### config.mk
export PLATFORM = sky130hd
export DESIGN_NAME = key_debounce_multi_flat
export DESIGN_NICKNAME = d
export VERILOG_FILES = /design/src/rtl/key_debounce_multi_if.sv /design/src/rtl/key_debounce_multi.sv /design/src/flat_wrapper.sv
export SDC_FILE = /design/constraint.sdc
export NUM_CORES = 1
export LEC_CHECK = 0
export CAP_MARGIN = 25
export CORE_MARGIN = 3
export CORE_UTILIZATION = 30
export CTS_CLUSTER_DIAMETER = 80
export CTS_CLUSTER_SIZE = 24
export DETAILED_ROUTE_END_ITERATION = 7
export PLACE_DENSITY = 0.55
export RECOVER_POWER = 50
export SYNTH_ARGS = -nofsm -noshare
export SYNTH_HDL_FRONTEND = slang
export SYNTH_SLANG_ARGS = --single-unit
### constraint.sdc
create_clock -name clk_12m -period 8.2 [get_ports clk_12m]
set_input_delay 2.05 -clock clk_12m [delete_from_list [all_inputs] [get_ports clk_12m]]
set_output_delay 2.05 -clock clk_12m [all_outputs]
set_load 0.01 [all_outputs]
### src/rtl/key_debounce_multi_if.sv
// Key debouncer bundle: raw pins in, debounced level and event pulses out.
interface key_debounce_multi_if #(
    parameter int N_KEYS = 4
);
    logic [N_KEYS-1:0] key_in;
    logic [N_KEYS-1:0] key_state;
    logic [N_KEYS-1:0] key_press;
    logic [N_KEYS-1:0] key_release;
    logic [N_KEYS-1:0] key_long;
    logic              any_event;

    modport master (
        output key_in,
        input  key_state,
        input  key_press,
        input  key_release,
        input  key_long,
        input  any_event
    );

    modport slave (
        input  key_in,
        output key_state,
        output key_press,
        output key_release,
        output key_long,
        output any_event
    );
endinterface

### src/rtl/key_debounce_multi.sv
// Multi-channel key debouncer with press, release and long-press events.
module key_debounce_multi #(
    parameter int N_KEYS      = 4,
    parameter int JITTER_CYC  = 180000,
    parameter int LONG_CYC    = 12000000,
    parameter int ACTIVE_HIGH = 1
) (
    input  logic               clk_12m,
    input  logic               rst_n,
    key_debounce_multi_if.slave bus
);
    localparam int CW = $clog2(LONG_CYC + 1);
    localparam logic [CW-1:0] JIT_M1   = CW'(JITTER_CYC - 1);
    localparam logic [CW-1:0] LONG_M1  = CW'(LONG_CYC - 1);
    localparam logic [CW-1:0] LONG_MAX = CW'(LONG_CYC);
    localparam logic [CW-1:0] ONE      = CW'(1);

    localparam logic [2:0] S_IDLE = 3'd0;
    localparam logic [2:0] S_DEBP = 3'd1;
    localparam logic [2:0] S_PRES = 3'd2;
    localparam logic [2:0] S_HELD = 3'd3;
    localparam logic [2:0] S_DEBR = 3'd4;

    logic [1:0] rst_q;
    logic       srst_n;

    always_ff @(posedge clk_12m or negedge rst_n) begin
        if (!rst_n) rst_q <= 2'b00;
        else        rst_q <= {rst_q[0], 1'b1};
    end

    assign srst_n = rst_q[1];

    // Normalise to 1 = pressed before synchronising.
    logic [N_KEYS-1:0] lvl_n;
    logic [N_KEYS-1:0] s1;
    logic [N_KEYS-1:0] s2;

    assign lvl_n = (ACTIVE_HIGH != 0) ? bus.key_in : ~bus.key_in;

    always_ff @(posedge clk_12m or negedge srst_n) begin
        if (!srst_n) begin
            s1 <= '0;
            s2 <= '0;
        end else begin
            s1 <= lvl_n;
            s2 <= s1;
        end
    end

    logic [N_KEYS-1:0] down_v;
    logic [N_KEYS-1:0] pr_v;
    logic [N_KEYS-1:0] rl_v;
    logic [N_KEYS-1:0] lg_v;

    for (genvar i = 0; i < N_KEYS; i++) begin : g_ch
        logic [2:0]    st;
        logic [CW-1:0] cnt;
        logic          held;
        logic          down;
        logic          pr;
        logic          rl;
        logic          lg;

        always_ff @(posedge clk_12m or negedge srst_n) begin
            if (!srst_n) begin
                st   <= S_IDLE;
                cnt  <= '0;
                held <= 1'b0;
                down <= 1'b0;
                pr   <= 1'b0;
                rl   <= 1'b0;
                lg   <= 1'b0;
            end else begin
                pr <= 1'b0;
                rl <= 1'b0;
                lg <= 1'b0;
                unique case (st)
                    S_IDLE: begin
                        if (s2[i]) begin
                            cnt <= '0;
                            st  <= S_DEBP;
                        end
                    end
                    S_DEBP: begin
                        if (!s2[i]) begin
                            cnt <= '0;
                            st  <= S_IDLE;
                        end else begin
                            cnt <= cnt + ONE;
                            if (cnt == JIT_M1) begin
                                st   <= S_PRES;
                                down <= 1'b1;
                                pr   <= 1'b1;
                            end
                        end
                    end
                    S_PRES: begin
                        if (!s2[i]) begin
                            cnt  <= '0;
                            held <= 1'b0;
                            st   <= S_DEBR;
                        end else if (cnt == LONG_M1) begin
                            cnt <= LONG_MAX;
                            lg  <= 1'b1;
                            st  <= S_HELD;
                        end else begin
                            cnt <= cnt + ONE;
                        end
                    end
                    S_HELD: begin
                        if (!s2[i]) begin
                            cnt  <= '0;
                            held <= 1'b1;
                            st   <= S_DEBR;
                        end
                    end
                    S_DEBR: begin
                        // A bounce back resumes the press; long count restarts.
                        if (s2[i]) begin
                            cnt <= '0;
                            st  <= held ? S_HELD : S_PRES;
                        end else if (cnt == JIT_M1) begin
                            cnt  <= '0;
                            down <= 1'b0;
                            rl   <= 1'b1;
                            st   <= S_IDLE;
                        end else begin
                            cnt <= cnt + ONE;
                        end
                    end
                    default: begin
                        cnt <= '0;
                        st  <= S_IDLE;
                    end
                endcase
            end
        end

        assign down_v[i] = down;
        assign pr_v[i]   = pr;
        assign rl_v[i]   = rl;
        assign lg_v[i]   = lg;
    end

    always_ff @(posedge clk_12m or negedge srst_n) begin
        if (!srst_n) begin
            bus.key_state   <= '0;
            bus.key_press   <= '0;
            bus.key_release <= '0;
            bus.key_long    <= '0;
            bus.any_event   <= 1'b0;
        end else begin
            bus.key_state   <= down_v;
            bus.key_press   <= pr_v;
            bus.key_release <= rl_v;
            bus.key_long    <= lg_v;
            bus.any_event   <= |{bus.key_press, bus.key_release, bus.key_long};
        end
    end
endmodule

### src/flat_wrapper.sv
// flat-port wrapper written by rule: the top's interface ports become plain ports
module key_debounce_multi_flat 
#(
    parameter int N_KEYS      = 4,
    parameter int JITTER_CYC  = 180000,
    parameter int LONG_CYC    = 12000000,
    parameter int ACTIVE_HIGH = 1
)
  (clk_12m, rst_n, bus_key_in, bus_key_state, bus_key_press, bus_key_release, bus_key_long, bus_any_event);
  key_debounce_multi_if #(.N_KEYS(N_KEYS)) bus_i ();
  input  logic clk_12m;
  input  logic rst_n;
  input wire logic [$bits(bus_i.key_in)-1:0] bus_key_in;
  output wire logic [$bits(bus_i.key_state)-1:0] bus_key_state;
  output wire logic [$bits(bus_i.key_press)-1:0] bus_key_press;
  output wire logic [$bits(bus_i.key_release)-1:0] bus_key_release;
  output wire logic [$bits(bus_i.key_long)-1:0] bus_key_long;
  output wire logic [$bits(bus_i.any_event)-1:0] bus_any_event;
  assign bus_i.key_in = bus_key_in;
  assign bus_key_state = bus_i.key_state;
  assign bus_key_press = bus_i.key_press;
  assign bus_key_release = bus_i.key_release;
  assign bus_key_long = bus_i.key_long;
  assign bus_any_event = bus_i.any_event;
  key_debounce_multi #(.N_KEYS(N_KEYS), .JITTER_CYC(JITTER_CYC), .LONG_CYC(LONG_CYC), .ACTIVE_HIGH(ACTIVE_HIGH)) u_core (.clk_12m(clk_12m), .rst_n(rst_n), .bus(bus_i));
endmodule
==> results of run 1 <==
==> cell type report <==
type,instances,area (um^2)
clock buffer,17,425
clock inverter,15,200
fill,2648,17100
inverter,23,86.3
multi-input combinational,652,3830
sequential,155,3880
tap,335,419
timing repair buffer,27,250
==> worst max path at each step <==
stage	startpoint	endpoint	depth (start not counted)
floorplan	u_core.rst_q[1]	u_core.bus.any_event	0
global placement	u_core.bus.key_release[3]	bus_key_release[3]	1
detailed placement	u_core.bus.key_release[1]	bus_key_release[1]	1
CTS	u_core.bus.key_release[1]	bus_key_release[1]	1
global route	u_core.rst_q[1]	u_core.g_ch[3].cnt[9]	2
finish	u_core.rst_q[1]	u_core.g_ch[3].cnt[9]	2
==> logic make-up after synthesis <==
logic type | count (synthesis) | share of synthesized area, %
fa+ha+maj | 4 | 0.623
compound gates | 191 | 15.0
xor+xnor | 23 | 2.51
simple gates | 422 | 28.9
mux | 11 | 1.40
other cells | 1 | 0.0467
flops | 155 | 48.3
buf+inv | 66 | 3.33
==> metrics by stage <==
| stage | power [mW] | setup WS, ps | area (um^2) |
|---|---|---|---|
| CTS | 1.79 | 4700 | 9160 |
| detailed placement | 0.939 | 5170 | 8540 |
| finish | 1.76 | 3740 | 9090 |
| global route | 1.84 | 2730 | 9090 |
| global placement | 0.937 | 5170 | 8540 |
| floorplan | 0.904 | 3560 | 8030 |
==> state kept, by name, indices dropped and copies added, names as in the netlist <==
| signal | count |
|---|---|
| u_core.g_ch.pr | 4 |
| u_core.g_ch.lg | 4 |
| u_core.bus.key_release | 4 |
| u_core.g_ch.held | 4 |
| u_core.g_ch.down | 4 |
| u_core.bus.key_long | 4 |
| u_core.g_ch.st | 12 |
| u_core.bus.key_state | 4 |
| u_core.s1 | 4 |
| u_core.rst_q | 2 |
| u_core.g_ch.cnt | 96 |
| u_core.s2 | 4 |
| u_core.bus.any_event | 1 |
| u_core.g_ch.rl | 4 |
| u_core.bus.key_press | 4 |
==> cell usage in the layout, fill, tap and decap left out, types with 5 or more instances in the layout <==
master	n
nor3_1	24
and3_1	26
dfrtp_1	155
and2_1	9
or3_1	19
inv_6	5
a41oi_1	9
nor4b_1	5
mux2i_1	9
nand3_1	63
nor2_1	78
a21oi_1	40
xor2_1	18
nor4_1	22
a21o_1	16
nor2b_1	5
a31oi_1	23
nand2b_1	12
inv_1	23
nor3b_1	10
xnor2_1	5
nand4_1	32
clkbuf_16	17
dlygate4sd3_1	5
o22ai_1	5
clkdlybuf4s50_1	17
nand2_1	73
nand3b_1	8
and4_1	11
o21ai_0	65
==> routing by layer <==
metal | global-route usage (%) | up-vias | wire, um
met1 | 18.7 | 3216 | 9350
met4 | 4.05 | 0 | 259
met5 | 0 | - | 0
met3 | 1.98 | 17 | 388
li1 | - | 3213 | -
met2 | 21.1 | 80 | 8520
==> worst register-to-register path, cell delays in order, from the launching register on <==
cell      delay, ps
dfrtp_1        1570
clkbuf_1       2000
buf_4           920
==> power groups by stage <==
stage                     Combinational, mW  Sequential, mW  Clock, mW
after CTS                             0.116           0.810      0.861
after detailed placement              0.115           0.824          0
after floorplan                      0.0849           0.819          0
after global placement                0.114           0.823          0
after global routing                  0.129           0.813      0.899
final                                 0.113           0.809      0.840
==> reports/qor.csv, run 1 <==
stage;metric;value;unit
synthesis;ys_ff_latch;155;
cts;root_buffer;clkbuf_16;
grt;grt_max_degree;64;
min_path;min_path_type;flip-flop to flip-flop;
synthesis;yosys.cell_count.top_type;dfrtp_1;
placed_design;gp_congestion;0.833;
die;die_w;170;um
min_path;whs_path_depth;0;
setup_path;cp_max_fo;63;
synthesis;synth_top_area_share;48.3;%
timing;rsz0062_at_grt;no;
synthesis;ys_seq_area_share;48.3;%
setup_path;r2r_end;u_core.g_ch[3].cnt[9];
cts;cts_tree;done;
grt;grt_pass1_vias;6157;
synthesis;synth_enable_flop_cells;0;
routing;drc;0;
setup_path;r2r_cells;2;
timing;period_share;54.4;%
grt;grt_pass1_wl;31500;um
outcome;outcome;finished, violations left;
power;switching_share;25.7;%
grt;antenna_found_initial;0;
power;power_frac_seq;45.9;%
timing;setup_violations;0;
power;p_comb_share;6.4;%
setup_path;critPathKind;flip-flop to asynchronous set/reset pin;
synthesis;synth_area_leader_cell;dfrtp_1;
setup_path;path_buf_inv;2;
timing;drv_slew;94;
cts;post_cts_resized;0;
synthesis;synth_area_leaders;dfrtp_1 48%, o21ai_0 4.0%, nand3_1 3.9%;
routing;drt_iter0_drc;470;
synthesis;syn_nets;883;
cells_and_area;syn2layout_area_growth;13.2;%
die;core_area;26200;um^2
setup_path;required;8660;ps
cells_and_area;fin_nets;886;
min_path;holdPathEnd;u_core.bus.key_long[2];
outcome;violations;capacitance limit, slew limit;
setup_path;slowest_stage;clkbuf_1;
cts;h-tree-depth;4;
cts;numCtsBuffers;17;
setup_path;reg2reg_slack;3740;ps
cells_and_area;fin_cells;1224;
timing;finalHoldViolCount;0;
routing;num_vias;6526;
setup_path;crit_chain;clkbuf_1 > buf_4;
synthesis;ys_top_cells_by_count;155 x dfrtp_1, 78 x nor2_1, 72 x nand2_1;
setup_path;crit_path_end_kind;asynchronous set/reset pin;
power;irDropWorstVdd;0.0000992;V
power;p_int;1.31;mW
synthesis;async_reset_ff_share;100;%
cts;postCtsSetupBuffers;0;
timing;tns;0;ps
cts;cts_buffer_depth;2;
timing;worst_hold_slack;349;ps
die;num_rows;59;
die;initial_core_util;30.7;%
timing;tightest_slew;2700;ps
setup_path;slowest_delay;2000;ps
timing;relSlewSlack;-79.9;%
timing;min_period;4460;ps
cts;holdBufCountCts;0;
power;p_leak;3.68;nW
cts;clock_latency;430;ps
synthesis;syn-cell-area;8030;um^2
synthesis;synthCells;873;
cells_and_area;drive_above_1_share;5.62;%
setup_path;arrival;4930;ps
run;maxCapViolCount;2;
routing;drtPass1Iterations;5;
timing;finClkSkew;11.9;ps
grt;grtUsageTotal;13.3;%
die;dieArea;28800;um^2
synthesis;yosysWarnings;0;
routing;routed_wl;18500;um
setup_path;start_kind;flip-flop;
die;die_y;170;um
die;pin_count;23;
synthesis;synthDistinctLibCells;72;
routing;wire_per_inst;15.1;um
synthesis;synth_top_flop_cell;dfrtp_1;
synthesis;syn_avg_cell_area;9.20;um^2
power;clkPwrFrac;47.7;%
power;p_switching;0.452;mW
cts;clk_pin_slew;60;ps
cells_and_area;final_util;34.7;%
power;power_density;194;nW/um^2
routing;ant_nets;0;
cts;cts_sinks;155;
min_path;hp-start;u_core.g_ch[2].lg;
routing;vias_per_cell;5.33;
placed_design;hpwlAfterDp;12700;um
placed_design;numPortBuffers;22;
timing;max_freq;224;MHz
placed_design;dp_cells;1192;
grt;grt-ovfl-total;0;
cells_and_area;antenna_cells;0;
setup_path;r2r_start;u_core.rst_q[1];
setup_path;cp_top_family;buffers and inverters;
(Power assumes the default switching activity.)
==> run 2: changes to the inputs <==
Clock period 8.2 ns to 4.17 ns, I/O delays scaled along.
==> run 2 against run 1 <==
Compared with the run above: the run still ends with capacitance limit, slew limit left; worst hold slack worse by 7.2 ps; combinational power up 96%; clock skew shrank 0.50 ps; critical path depth down 1; global-route usage is 0.050 points lower; worst setup slack lost 2200 ps; die area stayed put; critical path type unchanged; highest routed layer unchanged.
==> reports/qor.csv, run 2 (synthesis results as in run 1) <==
stage;metric;value;unit;change
cts;post_cts_resized;0;;unchanged
placed_design;gp_congestion;0.838;;was 0.833
outcome;violations;capacitance limit, slew limit;;unchanged
die;pin_count;23;;unchanged
routing;drtPass1Iterations;5;;unchanged
grt;grt_max_degree;65;;was 64
timing;setup_violations;0;;unchanged
timing;period_share;63.3;%;was 54.4%
die;die_y;170;um;unchanged
grt;grt_pass1_vias;6243;;was 6157
routing;ant_nets;0;;unchanged
routing;num_vias;6549;;was 6526
setup_path;slowest_stage;dfrtp_1;;was clkbuf_1
setup_path;arrival;3200;ps;was 4930 ps
grt;grt-ovfl-total;0;;unchanged
timing;finalHoldViolCount;0;;unchanged
routing;drt_iter0_drc;387;;was 470
cts;cts_tree;done;;unchanged
grt;grt_pass1_wl;31600;um;was 31500 um
die;core_area;26200;um^2;unchanged
die;die_w;170;um;unchanged
routing;wire_per_inst;15.1;um;about the same
grt;grtUsageTotal;13.2;%;was 13.3%
cells_and_area;drive_above_1_share;6.64;%;was 5.62%
outcome;outcome;finished, violations left;;unchanged
setup_path;critPathKind;flip-flop to asynchronous set/reset pin;;unchanged
cells_and_area;largest_register_ffs;96;;unchanged
die;dieArea;28800;um^2;unchanged
timing;rsz0062_at_grt;no;;unchanged
min_path;min_path_type;flip-flop to flip-flop;;unchanged
cts;clk_pin_slew;60;ps;about the same
min_path;whs_path_depth;0;;unchanged
cells_and_area;syn2layout_area_growth;14.3;%;was 13.2%
cts;cts_sinks;155;;unchanged
timing;tightest_slew;2660;ps;was 2700 ps
setup_path;cp_top_family;flip-flops;;was buffers and inverters
power;p_leak;3.71;nW;was 3.68 nW
timing;tns;0;ps;unchanged
setup_path;cp-startpoint;u_core.rst_q[1];;unchanged
cells_and_area;final_cell_mix;155 x dfrtp_1, 78 x nor2_1, 72 x nand2_1;;was 155 x dfrtp_1, 78 x nor2_1, 73 x nand2_1
routing;routed_wl;18500;um;about the same
cells_and_area;largest_registers;u_core.g_ch.cnt (96), u_core.g_ch.st (12);;unchanged
timing;drv_slew;64;;was 94
cts;holdBufCountCts;0;;unchanged
setup_path;crit_path_end_kind;asynchronous set/reset pin;;unchanged
timing;max_freq;379;MHz;was 224 MHz
setup_path;path_buf_inv;1;;was 2
setup_path;required;4730;ps;was 8660 ps
cells_and_area;top_register;u_core.g_ch.cnt;;unchanged
cts;postCtsSetupBuffers;0;;unchanged
power;power_density;379;nW/um^2;was 194 nW/um^2
cts;root_buffer;clkbuf_16;;unchanged
setup_path;reg2reg_slack;1530;ps;was 3740 ps
power;irDropWorstVdd;0.000270;V;was 0.0000992 V
cts;cts_buffer_depth;2;;unchanged
cells_and_area;final_common_cell;dfrtp_1;;unchanged
routing;vias_per_cell;5.35;;was 5.33
die;num_rows;59;;unchanged
cts;numCtsBuffers;17;;unchanged
setup_path;slowest_delay;2140;ps;was 2000 ps
cells_and_area;antenna_cells;0;;unchanged
min_path;holdPathEnd;u_core.bus.key_press[1];;was u_core.bus.key_long[2]
cts;h-tree-depth;4;;unchanged
setup_path;start_kind;flip-flop;;unchanged
setup_path;r2r_cells;1;;was 2
die;initial_core_util;30.7;%;unchanged
timing;relSlewSlack;-77.2;%;was -79.9%
placed_design;numPortBuffers;22;;unchanged
cells_and_area;fin_nets;886;;unchanged
placed_design;hpwlAfterDp;12700;um;about the same
setup_path;cp_max_fo;64;;was 63
cts;clock_latency;420;ps;was 430 ps
grt;antenna_found_initial;0;;unchanged
routing;drc;0;;unchanged
run;maxCapViolCount;1;;was 2
setup_path;crit_chain;buf_4;;was clkbuf_1 > buf_4
setup_path;r2r_end;u_core.g_ch[2].cnt[16];;was u_core.g_ch[3].cnt[9]
timing;finClkSkew;11.4;ps;was 11.9 ps
cells_and_area;final_util;35.0;%;was 34.7%
timing;min_period;2640;ps;was 4460 ps
min_path;hp-start;u_core.g_ch[1].pr;;was u_core.g_ch[2].lg
setup_path;r2r_start;u_core.rst_q[1];;unchanged
[run 2: area by class of cell]
cell class                      count  area, um^2
Fill cell                        2590       17000
Multi-Input combinational cell    652        3890
Sequential cell                   155        3880
Clock buffer                       21         470
Tap cell                          335         419
Timing Repair Buffer               27         270
Clock inverter                     11         164
Inverter                           23        86.3
[run 2: per-layer routing]
metal  track usage (%)  part of all wire, %
met4              4.13                 0.96
met5                 0                    0
met2              20.7                   46
met1              18.4                   50
met3              2.66                  3.1
[run 2: how the worst max path moves through the flow]
| stage | endpoint | cells after the start |
|---|---|---|
| finish | u_core.g_ch[2].cnt[16] | 1 |
| CTS | bus_key_press[2] | 1 |
| detailed placement | u_core.g_ch[0].cnt[17] | 6 |
| global placement | u_core.g_ch[0].cnt[6] | 6 |
| global route | u_core.g_ch[2].st[2] | 0 |
| floorplan | u_core.bus.any_event | 0 |
[run 2: report_power, final]
group          total, mW  leakage, nW  switching, mW  internal [mW]
clock network       1.67        0.309          0.619           1.05
logic              0.222         1.28          0.144         0.0780
registers           1.59         2.13         0.0603           1.53
total               3.48         3.71          0.822           2.66
[run 2: metrics by stage]
| stage | setup slack (ps) | cells | power (mW) | hold slack (ps) | cell area [um^2] |
|---|---|---|---|---|---|
| floorplan | 1600 | 873 | 1.78 | 331 | 8040 |
| global placement | 1670 | 1192 | 1.85 | 334 | 8550 |
| detailed placement | 1700 | 1192 | 1.85 | 335 | 8550 |
| CTS | 1620 | 1224 | 3.54 | 347 | 9180 |
| global route | 876 | 1224 | 3.64 | 351 | 9180 |
| finish | 1530 | 1224 | 3.48 | 342 | 9180 |
==> run 3: changes to the inputs <==
Settings changed: PLACE_DENSITY 0.55 to 0.56.
Clock period 4.17 ns to 2.2 ns, I/O delays scaled along.
==> run 3 against run 2 <==
Compared with the run above: the flow finishes with violations (setup timing); global-route usage grew 1.4 points; register-to-register slack worse by 1600 ps; maximum frequency increased by 18%; worst setup slack worse by 1600 ps; critical endpoint is now u_core.g_ch[1].cnt[10]; flip-flop and latch count unchanged.
==> reports/qor.csv, run 3 (synthesis results as in run 1) <==
stage;metric;value;unit;change
grt;grt-ovfl-total;0;;unchanged
timing;period_share;102;%;was 63.3%
timing;finalHoldViolCount;0;;unchanged
timing;fin_ws;-35.2;ps;was 1530 ps
setup_path;slowest_delay;570;ps;was 2140 ps
die;num_rows;59;;unchanged
setup_path;arrival;2560;ps;was 3200 ps
die;die_w;170;um;unchanged
timing;tightest_slew;934;ps;was 2660 ps
routing;vias_per_cell;5.20;;was 5.35
die;core_area;26200;um^2;unchanged
setup_path;required;2530;ps;was 4730 ps
grt;grt_pass1_vias;6831;;was 6243
setup_path;crit_chain;or4b_4 > or3_4 > o21bai_4 > nand3_4 > a21o_1 > a22o_1;;was buf_4
setup_path;cp-startpoint;u_core.g_ch[1].cnt[19];;was u_core.rst_q[1]
placed_design;dp_cells;1300;;was 1192
power;irDropWorstVdd;0.000497;V;was 0.000270 V
outcome;outcome;finished, violations left;;unchanged
cells_and_area;fin_cells;1342;;was 1224
setup_path;crit_path_end_kind;flip-flop;;was asynchronous set/reset pin
setup_path;start_kind;flip-flop;;unchanged
timing;drv_slew;0;;was 64
run;maxCapViolCount;0;;was 1
cts;numCtsBuffers;17;;unchanged
grt;grt_max_degree;39;;was 65
cells_and_area;final_cell_mix;153 x dfrtp_1, 114 x buf_4, 75 x nor2_1;;was 155 x dfrtp_1, 78 x nor2_1, 72 x nand2_1
power;power_density;644;nW/um^2;was 379 nW/um^2
timing;rsz0062_at_grt;yes;;was no
placed_design;gp_congestion;0.868;;was 0.838
cells_and_area;fin_nets;1004;;was 886
die;pin_count;23;;unchanged
cts;cts_tree;done;;unchanged
routing;drt_iter0_drc;446;;was 387
timing;max_freq;447;MHz;was 379 MHz
cts;h-tree-depth;4;;unchanged
routing;drtPass1Iterations;6;;was 5
cts;clk_pin_slew;70;ps;was 60 ps
setup_path;cp_max_fo;7;;was 64
cts;clock_latency;440;ps;was 420 ps
cts;root_buffer;clkbuf_16;;unchanged
outcome;violations;setup timing;;was capacitance limit, slew limit
routing;drc;0;;unchanged
timing;finClkSkew;12.1;ps;was 11.4 ps
cts;holdBufCountCts;0;;unchanged
min_path;min_path_type;input pin to asynchronous set/reset pin;;was flip-flop to flip-flop
grt;grtUsageTotal;14.6;%;was 13.2%
timing;relSlewSlack;37.7;%;was -77.2%
placed_design;hpwlAfterDp;14200;um;was 12700 um
cells_and_area;finish.instance_area;10200;um^2;was 9180 um^2
cells_and_area;drive_above_1_share;20.9;%;was 6.64%
placed_design;post_dp_cell_area;9390;um^2;was 8550 um^2
cells_and_area;syn2layout_area_growth;27.3;%;was 14.3%
cells_and_area;largest_registers;u_core.g_ch.cnt (96), u_core.g_ch.st (12);;unchanged
die;dieArea;28800;um^2;unchanged
timing;tns;-91.8;ps;was 0 ps
placed_design;place_ws;-69.9;ps;was 1700 ps
setup_path;slowest_stage;or4b_4;;was dfrtp_1
cts;cts_buffer_depth;2;;unchanged
cells_and_area;antenna_cells;0;;unchanged
cells_and_area;largest_register_ffs;96;;unchanged
grt;grt_pass1_wl;34500;um;was 31600 um
placed_design;numPortBuffers;22;;unchanged
setup_path;r2r_start;u_core.g_ch[1].cnt[19];;was u_core.rst_q[1]
power;p_leak;4.36;nW;was 3.71 nW
timing;setup_violations;4;;was 0
cts;cts_sinks;155;;unchanged
setup_path;critPathKind;flip-flop to flip-flop;;was flip-flop to asynchronous set/reset pin
routing;wire_per_inst;15.4;um;was 15.1 um
grt;antenna_found_initial;0;;unchanged
cells_and_area;final_common_cell;dfrtp_1;;unchanged
routing;num_vias;6984;;was 6549
die;initial_core_util;30.7;%;unchanged
routing;routed_wl;20700;um;was 18500 um
routing;ant_nets;0;;unchanged
die;die_y;170;um;unchanged
cells_and_area;top_register;u_core.g_ch.cnt;;unchanged
timing;min_period;2240;ps;was 2640 ps
[run 3: cell types whose count changed in the layout (fill, tap and decap cells not counted), moves of 5 or more]
cell     before  now
o21ai_0      64   57
o21ai_1       2    7
buf_6         0    5
buf_4         4  114
[run 3: worst paths after layout]
| check | endpoint | slack, ps | cells after the start |
|---|---|---|---|
| setup / recovery | u_core.g_ch[1].cnt[10] | -40 | 6 |
| hold / removal | u_core.rst_q[0] | 340 | 1 |
| setup reg to reg | u_core.g_ch[1].cnt[10] | -40 | 6 |
| hold reg to reg | u_core.bus.key_long[2] | 350 | 0 |
| max in group asynchronous | u_core.bus.key_long[3] | 360 | 1 |
| min in group clk_12m | u_core.bus.key_long[2] | 350 | 0 |
[run 3: power by group]
part	total [mW]	switching, mW	internal, mW
sequential	2.99	0.0775	2.91
clock	2.98	1.27	1.71
combinational	0.617	0.358	0.258
total	6.59	1.71	4.88
[run 3: critical path, delay by kind of cell (launching register included)]
kind            cells  cell delay, ps
flops               1             400
simple gates        3            1100
compound gates      3             630
[run 3: final cells by class]
cell class                      count  area [um^2]
Clock buffer                       20          447
Clock inverter                     12          138
Fill cell                        2547        16000
Inverter                           23         86.3
Multi-Input combinational cell    652         4090
Sequential cell                   155         3880
Tap cell                          335          419
Timing Repair Buffer              145         1170
[run 3: metrics by stage]
step / total power [mW] / hold WS [ps] / util (%)
2_1_floorplan: 3.37 / 254 / -
3_3_place_gp: 3.62 / 334 / 35.8
3_5_place_dp: 3.63 / 336 / 35.8
4_1_cts: 6.63 / 259 / 38.3
5_1_grt: 6.88 / 325 / 39.0
6_report: 6.59 / 337 / 39.0
[run 3: per-layer routing]
layer | part of all wire (%) | up-vias | GRT usage, %
met3 | 3.4 | 23 | 2.59
met4 | 1.5 | 0 | 4.77
met1 | 48 | 3393 | 20.5
met5 | 0 | - | 0
li1 | - | 3446 | -
met2 | 47 | 122 | 22.8
[run 3: what timing repair did]
item                       CTS  global route
gates resized for setup      6            48
setup endpoints to repair   21            96
buffers inserted             3             7
pin swaps                   15            17
